===== config.mk =====
export PLATFORM = sky130hd
export DESIGN_NAME = c_readout
export DESIGN_NICKNAME = d
export VERILOG_FILES = /design/src/rtl/c_readout.sv
export SDC_FILE = /design/constraint.sdc
export NUM_CORES = 1
export LEC_CHECK = 0
export BUFFER_PORTS_ARGS = -buffer_cell sky130_fd_sc_hd__buf_2
export CORE_MARGIN = 2
export CORE_UTILIZATION = 54
export DETAILED_ROUTE_END_ITERATION = 6
export PLACE_DENSITY_LB_ADDON = 0.05
export SETUP_SLACK_MARGIN = 0.15
export SLEW_MARGIN = 10
export SYNTH_ARGS = -nofsm -noshare
export SYNTH_HDL_FRONTEND = slang
export SYNTH_SLANG_ARGS = --single-unit

===== constraint.sdc =====
create_clock -name CLK -period 2.51 [get_ports CLK]
set_clock_uncertainty 0.05 [all_clocks]
set_input_delay 0.3765 -clock CLK [delete_from_list [all_inputs] [get_ports CLK]]
set_output_delay 0.3765 -clock CLK [all_outputs]
set_load 0.01 [all_outputs]

===== src/rtl/c_readout.sv =====
// Streams result matrix C out of its memory in row-major order over valid/ready.
// A 2-entry skid buffer hides the 1-cycle memory read latency under backpressure.
module c_readout #(
  parameter int MATRIX_DIM = 8,
  parameter int ADDR_WIDTH = 6,
  parameter int DATA_WIDTH = 32
) (
  input  logic                  CLK,
  input  logic                  rst_n,
  input  logic                  start,
  output logic                  re_c,
  output logic [ADDR_WIDTH-1:0] addr_rd_c,
  input  logic [DATA_WIDTH-1:0] rd_data_c,
  output logic [DATA_WIDTH-1:0] m_data,
  output logic                  m_valid,
  input  logic                  m_ready,
  output logic                  m_last,
  output logic                  busy,
  output logic                  done
);
  localparam int NUM_ELEM = MATRIX_DIM * MATRIX_DIM;
  localparam logic [ADDR_WIDTH-1:0] LAST_ADDR = ADDR_WIDTH'(NUM_ELEM - 1);

  localparam logic [1:0] S_IDLE  = 2'd0;
  localparam logic [1:0] S_READ  = 2'd1;
  localparam logic [1:0] S_DRAIN = 2'd2;

  logic [1:0]                 r_state;
  logic [ADDR_WIDTH-1:0]      r_cnt;
  logic                       r_inflight;
  logic                       r_inflight_last;
  logic [1:0]                 r_occ;
  logic [1:0][DATA_WIDTH-1:0] r_buf_data;
  logic [1:0]                 r_buf_last;
  logic                       r_done;

  logic       w_pop;
  logic       w_push;
  logic [1:0] w_slot;

  // w_slot is the occupancy left after this cycle's pop; it is both the write
  // slot for returning data and the basis for read credit, so a pop frees room
  // for a new read in the same cycle and full rate is sustained.
  assign w_pop  = (r_occ != 2'd0) && m_ready;
  assign w_push = r_inflight;
  assign w_slot = r_occ - {1'b0, w_pop};

  assign re_c      = (r_state == S_READ) && ((w_slot + {1'b0, r_inflight}) < 2'd2);
  assign addr_rd_c = r_cnt;
  assign m_valid   = (r_occ != 2'd0);
  assign m_data    = r_buf_data[0];
  assign m_last    = r_buf_last[0] && m_valid;
  assign busy      = (r_state != S_IDLE);
  assign done      = r_done;

  always_ff @(posedge CLK or negedge rst_n) begin
    if (!rst_n) begin
      r_state         <= S_IDLE;
      r_cnt           <= '0;
      r_inflight      <= 1'b0;
      r_inflight_last <= 1'b0;
      r_done          <= 1'b0;
    end else begin
      r_done          <= 1'b0;
      r_inflight      <= re_c;
      r_inflight_last <= re_c && (r_cnt == LAST_ADDR);
      case (r_state)
        S_IDLE: begin
          if (start) begin
            r_state <= S_READ;
            r_cnt   <= '0;
          end
        end
        S_READ: begin
          if (re_c) begin
            if (r_cnt == LAST_ADDR) r_state <= S_DRAIN;
            else                    r_cnt   <= r_cnt + ADDR_WIDTH'(1);
          end
        end
        S_DRAIN: begin
          if (w_pop && r_buf_last[0] && (r_occ == 2'd1) && !r_inflight) begin
            r_state <= S_IDLE;
            r_done  <= 1'b1;
          end
        end
        default: r_state <= S_IDLE;
      endcase
    end
  end

  // Head is always entry 0; a pop shifts entry 1 down, and the returning word
  // lands behind whatever survives the pop.
  always_ff @(posedge CLK or negedge rst_n) begin
    if (!rst_n) begin
      r_occ      <= 2'd0;
      r_buf_data <= '0;
      r_buf_last <= '0;
    end else begin
      r_occ <= w_slot + {1'b0, w_push};
      if (w_pop) begin
        r_buf_data[0] <= r_buf_data[1];
        r_buf_last[0] <= r_buf_last[1];
      end
      if (w_push) begin
        if (w_slot == 2'd0) begin
          r_buf_data[0] <= rd_data_c;
          r_buf_last[0] <= r_inflight_last;
        end else begin
          r_buf_data[1] <= rd_data_c;
          r_buf_last[1] <= r_inflight_last;
        end
      end
    end
  end

endmodule


==> summary.md <==
| Metric | Value |
|---|---|
| Clock transition at path regs | `0.08 ns` |
| Register-to-Register Setup Slack | `0.57 ns` |
| Data required, critical path | `2.08 ns` |
| Net total in the final layout | `406` |
| Post-synthesis sequential element count | `79` |
| Number of detailed-route iterations in the first pass | `4` |
| Port bufs | `78` |
| Overall die width | `87.10 um` |
| GRT Resource Usage Total | `0.1782` |
| Final min period | `2.227 ns` |
| CTS HTree Levels | `3` |
| Count of filler cells inserted in the layout | `557` |
| Initial antenna violation count | `0` |
| Critical Path Source | `r_occ[0]` |
| Leakage power of the design | `2.093 nW` |
| Post-detailed-route DRC marker count | `0` |
| Class of the most critical hold timing path | `input pin to register` |
| Ant diodes | `0` |
| MaxCap Viol Count | `0` |
| I/O pins | `79` |
| Top_reg_cell synth | `sky130_fd_sc_hd__dfrtp_1` |
| Fraction of layout instances using a drive strength above 1 | `0.3700` |
| Seq/Total Area, Yosys | `0.5302` |
| Reg2Reg Depth | `7` |
| Num CTS Buffers | `9` |
| Crit path max fanout | `6` |
| Reg2Reg Capture Point | `addr_rd_c[5]` |
| Post-layout instance area | `4234 um^2` |
| Post-route ant nets | `0` |
| Final Hold Vio Count | `0` |
| Total via count in the routed design | `2388` |
| Maximum buffer depth of the clock tree | `2` |
| Number of max-slew violations in the final report | `0` |
| Net count after synthesis | `360` |
| Count of synthesis-stage warnings from yosys | `0` |
| Clock tree from TritonCTS | `yes` |
| Most frequent standard cell in the layout excluding fill and tap cells | `sky130_fd_sc_hd__dfrtp_1` |
| Pin count of the biggest net entering global routing | `67` |
| Half-perimeter wire length after detailed placement | `4179 um` |
| Per-cell via count in the routed design | `5.272` |
| Die area | `7586 um^2` |
| Beginning of the worst register-to-register path | `r_occ[0]` |
| Effective utilization at floorplan | `0.5549` |
| Iteration-0 DRC Markers | `97` |
| CP startpoint kind | `register` |
| Final WL | `6444 um` |
| Unrepaired setup endpoints after global routing | `false` |
| Worst Max-Slew Pin Slew | `0.6244 ns` |
| First-pass GRT wire length | `10490 um` |
| Worst Setup Path Type | `register to output port` |
| Synth area leaders | `sky130_fd_sc_hd__dfrtp_1 53%, sky130_fd_sc_hd__mux2_2 10%, sky130_fd_sc_hd__mux2i_1 9.9%` |
| Routed length per placed instance | `14.23 um` |
| Post-synth ARST share | `1.000` |
| Worst-case hold slack | `0.2029 ns` |
| Seq. cell area | `1977 um^2` |
| Area of the core region | `6719 um^2` |
| Cell Rows | `30` |
| Synthesized area per cell | `11.58 um^2` |
| Clk sinks | `79` |
| Accumulated negative setup slack | `0 ns` |
| Clock latency reported for the late side of the worst-skew pair | `0.34 ns` |
| Placer congestion estimate | `0.8227` |
| Critical path endpoint | `re_c` |
| Max rail drop VDD | `0.0008178 V` |
| Area share of the largest cell type after synthesis | `0.5302` |
| Post-route total power | `0.005871 W` |
| Worst Setup End Kind | `output port` |
| Number of global-route vias before repair | `2220` |
| Number of instances in the synthesized netlist | `322` |
| Share of the clock period used by the worst path | `0.8872` |
| Unique cell type count in the Yosys netlist | `41` |
| Highest clock rate | `0.4490 GHz` |
| Multi-input gate area in the final layout | `1413 um^2` |
| Area of the mapped netlist | `3729 um^2` |
| Most used cells in the layout excluding fill and tap cells | `79 x sky130_fd_sc_hd__dfrtp_1, 77 x sky130_fd_sc_hd__buf_2, 39 x sky130_fd_sc_hd__nand2_1` |
| Placed Instance Area | `3940 um^2` |
| Synthesis-to-finish area growth | `13.56%` |
| CP arrival | `1.80 ns` |
| Result of the run | `completed` |
| Max-slew headroom | `0.5837` |
| Endpoints failing setup | `0` |
| Library cell with the largest summed area after synthesis | `sky130_fd_sc_hd__dfrtp_1` |
| Die outline height | `87.10 um` |
| Global-route congestion overflow total | `0` |
| Power Dens Cells | `1387 nW/um^2` |
| Number of enable flip-flop cells after synthesis | `0` |
| CTS Root Buffer Type | `sky130_fd_sc_hd__clkbuf_8` |
-- worst min-delay path by stage --
stage,slack [ns],endpoint,cells past startpoint,startpoint
3_3_place_gp,0.35,m_data[15],1,rst_n
6_report,0.20,m_data[2],3,rd_data_c[2]
3_5_place_dp,0.34,m_data[15],1,rst_n
2_1_floorplan,0.03,addr_rd_c[0],0,rst_n
4_1_cts,0.18,m_data[2],3,rd_data_c[2]
5_1_grt,0.20,m_data[0],3,rd_data_c[0]
-- cell type report --
| class | instances | area share |
|---|---|---|
| Sequential cell | 79 | 0.4669 |
| Tap cell | 80 | 0.02364 |
| Timing Repair Buffer | 83 | 0.1082 |
| Clock buffer | 11 | 0.03103 |
| Inverter | 7 | 0.006206 |
| Clock inverter | 5 | 0.03044 |
| Multi-Input combinational cell | 188 | 0.3336 |
-- routing by layer --
| layer | track usage | wire length [um] |
|---|---|---|
| met2 | 0.2700 | 3039 |
| met1 | 0.2475 | 2998 |
| met3 | 0.04455 | 333 |
| met4 | 0.07133 | 73 |
| met5 | 0 | 0 |
-- metrics by stage --
stage,util,cells,setup WS [ns]
floorplan,-,322,0.7389
global placement,0.5864,435,0.4421
detailed placement,0.5864,435,0.4016
CTS,0.6289,453,0.2215
global route,0.6302,453,0.1618
finish,0.6302,453,0.2831
-- synth_stat cells, types with 2 or more instances --
library cell / number
sky130_fd_sc_hd__inv_1: 7
sky130_fd_sc_hd__mux2i_1: 37
sky130_fd_sc_hd__o21ai_1: 16
sky130_fd_sc_hd__nor3_1: 2
sky130_fd_sc_hd__nor3b_1: 2
sky130_fd_sc_hd__mux2_2: 33
sky130_fd_sc_hd__clkbuf_1: 3
sky130_fd_sc_hd__buf_4: 35
sky130_fd_sc_hd__nand4_1: 3
sky130_fd_sc_hd__a21oi_1: 3
sky130_fd_sc_hd__and2_1: 2
sky130_fd_sc_hd__nor2_1: 3
sky130_fd_sc_hd__dfrtp_1: 79
sky130_fd_sc_hd__and2b_1: 2
sky130_fd_sc_hd__nand2_1: 40
sky130_fd_sc_hd__o21ai_0: 20
sky130_fd_sc_hd__buf_6: 3
sky130_fd_sc_hd__ha_1: 2
sky130_fd_sc_hd__buf_2: 6
sky130_fd_sc_hd__nand3_1: 3
-- state kept, by name, summed over array words and instances, names as in the netlist --
register         flops
r_state              2
addr_rd_c            6
r_buf_last           2
r_inflight           1
m_data              32
r_occ                2
done                 1
r_inflight_last      1
r_buf_data          32
-- worst max-delay path: stages, from the launching register on --
cell and delay (ns):
sky130_fd_sc_hd__dfrtp_1 0.41, sky130_fd_sc_hd__and2b_1 0.29, sky130_fd_sc_hd__a21o_1 0.14, sky130_fd_sc_hd__ha_1 0.19
sky130_fd_sc_hd__inv_2 0.07, sky130_fd_sc_hd__o211ai_4 0.11, sky130_fd_sc_hd__nand2_2 0.11, sky130_fd_sc_hd__buf_2 0.15
-- cell families (layout without fill, tap and decap cells) --
| group | count (synthesis) | count (layout) | share of synthesized area |
|---|---|---|---|
| and+or+nand+nor | 67 | 67 | 0.08893 |
| AOI/OAI and AO/OA | 49 | 49 | 0.07618 |
| buffers and inverters | 55 | 106 | 0.09899 |
| muxes | 70 | 70 | 0.1990 |
| adders and majority gates | 2 | 2 | 0.006710 |
| DFF | 79 | 79 | 0.5302 |
-- power breakdown --
group	switching, W	internal (W)	leakage, nW
logic	0.00122	0.00116	1.02
registers	0.000369	0.00190	0.946
clock network	0.000451	0.000766	0.128
total	0.00204	0.00383	2.09
-- repair_timing --
action | in CTS | in global routing
resized for setup | 2 | 2
endpoints found under the setup margin | 1 | 1
hold buffers | 1 | 0
buffers inserted | 1 | 0
pin swaps | 1 | 0
endpoints found under the hold margin | 39 | 0
Note: power is estimated with default switching activity, not from simulation.
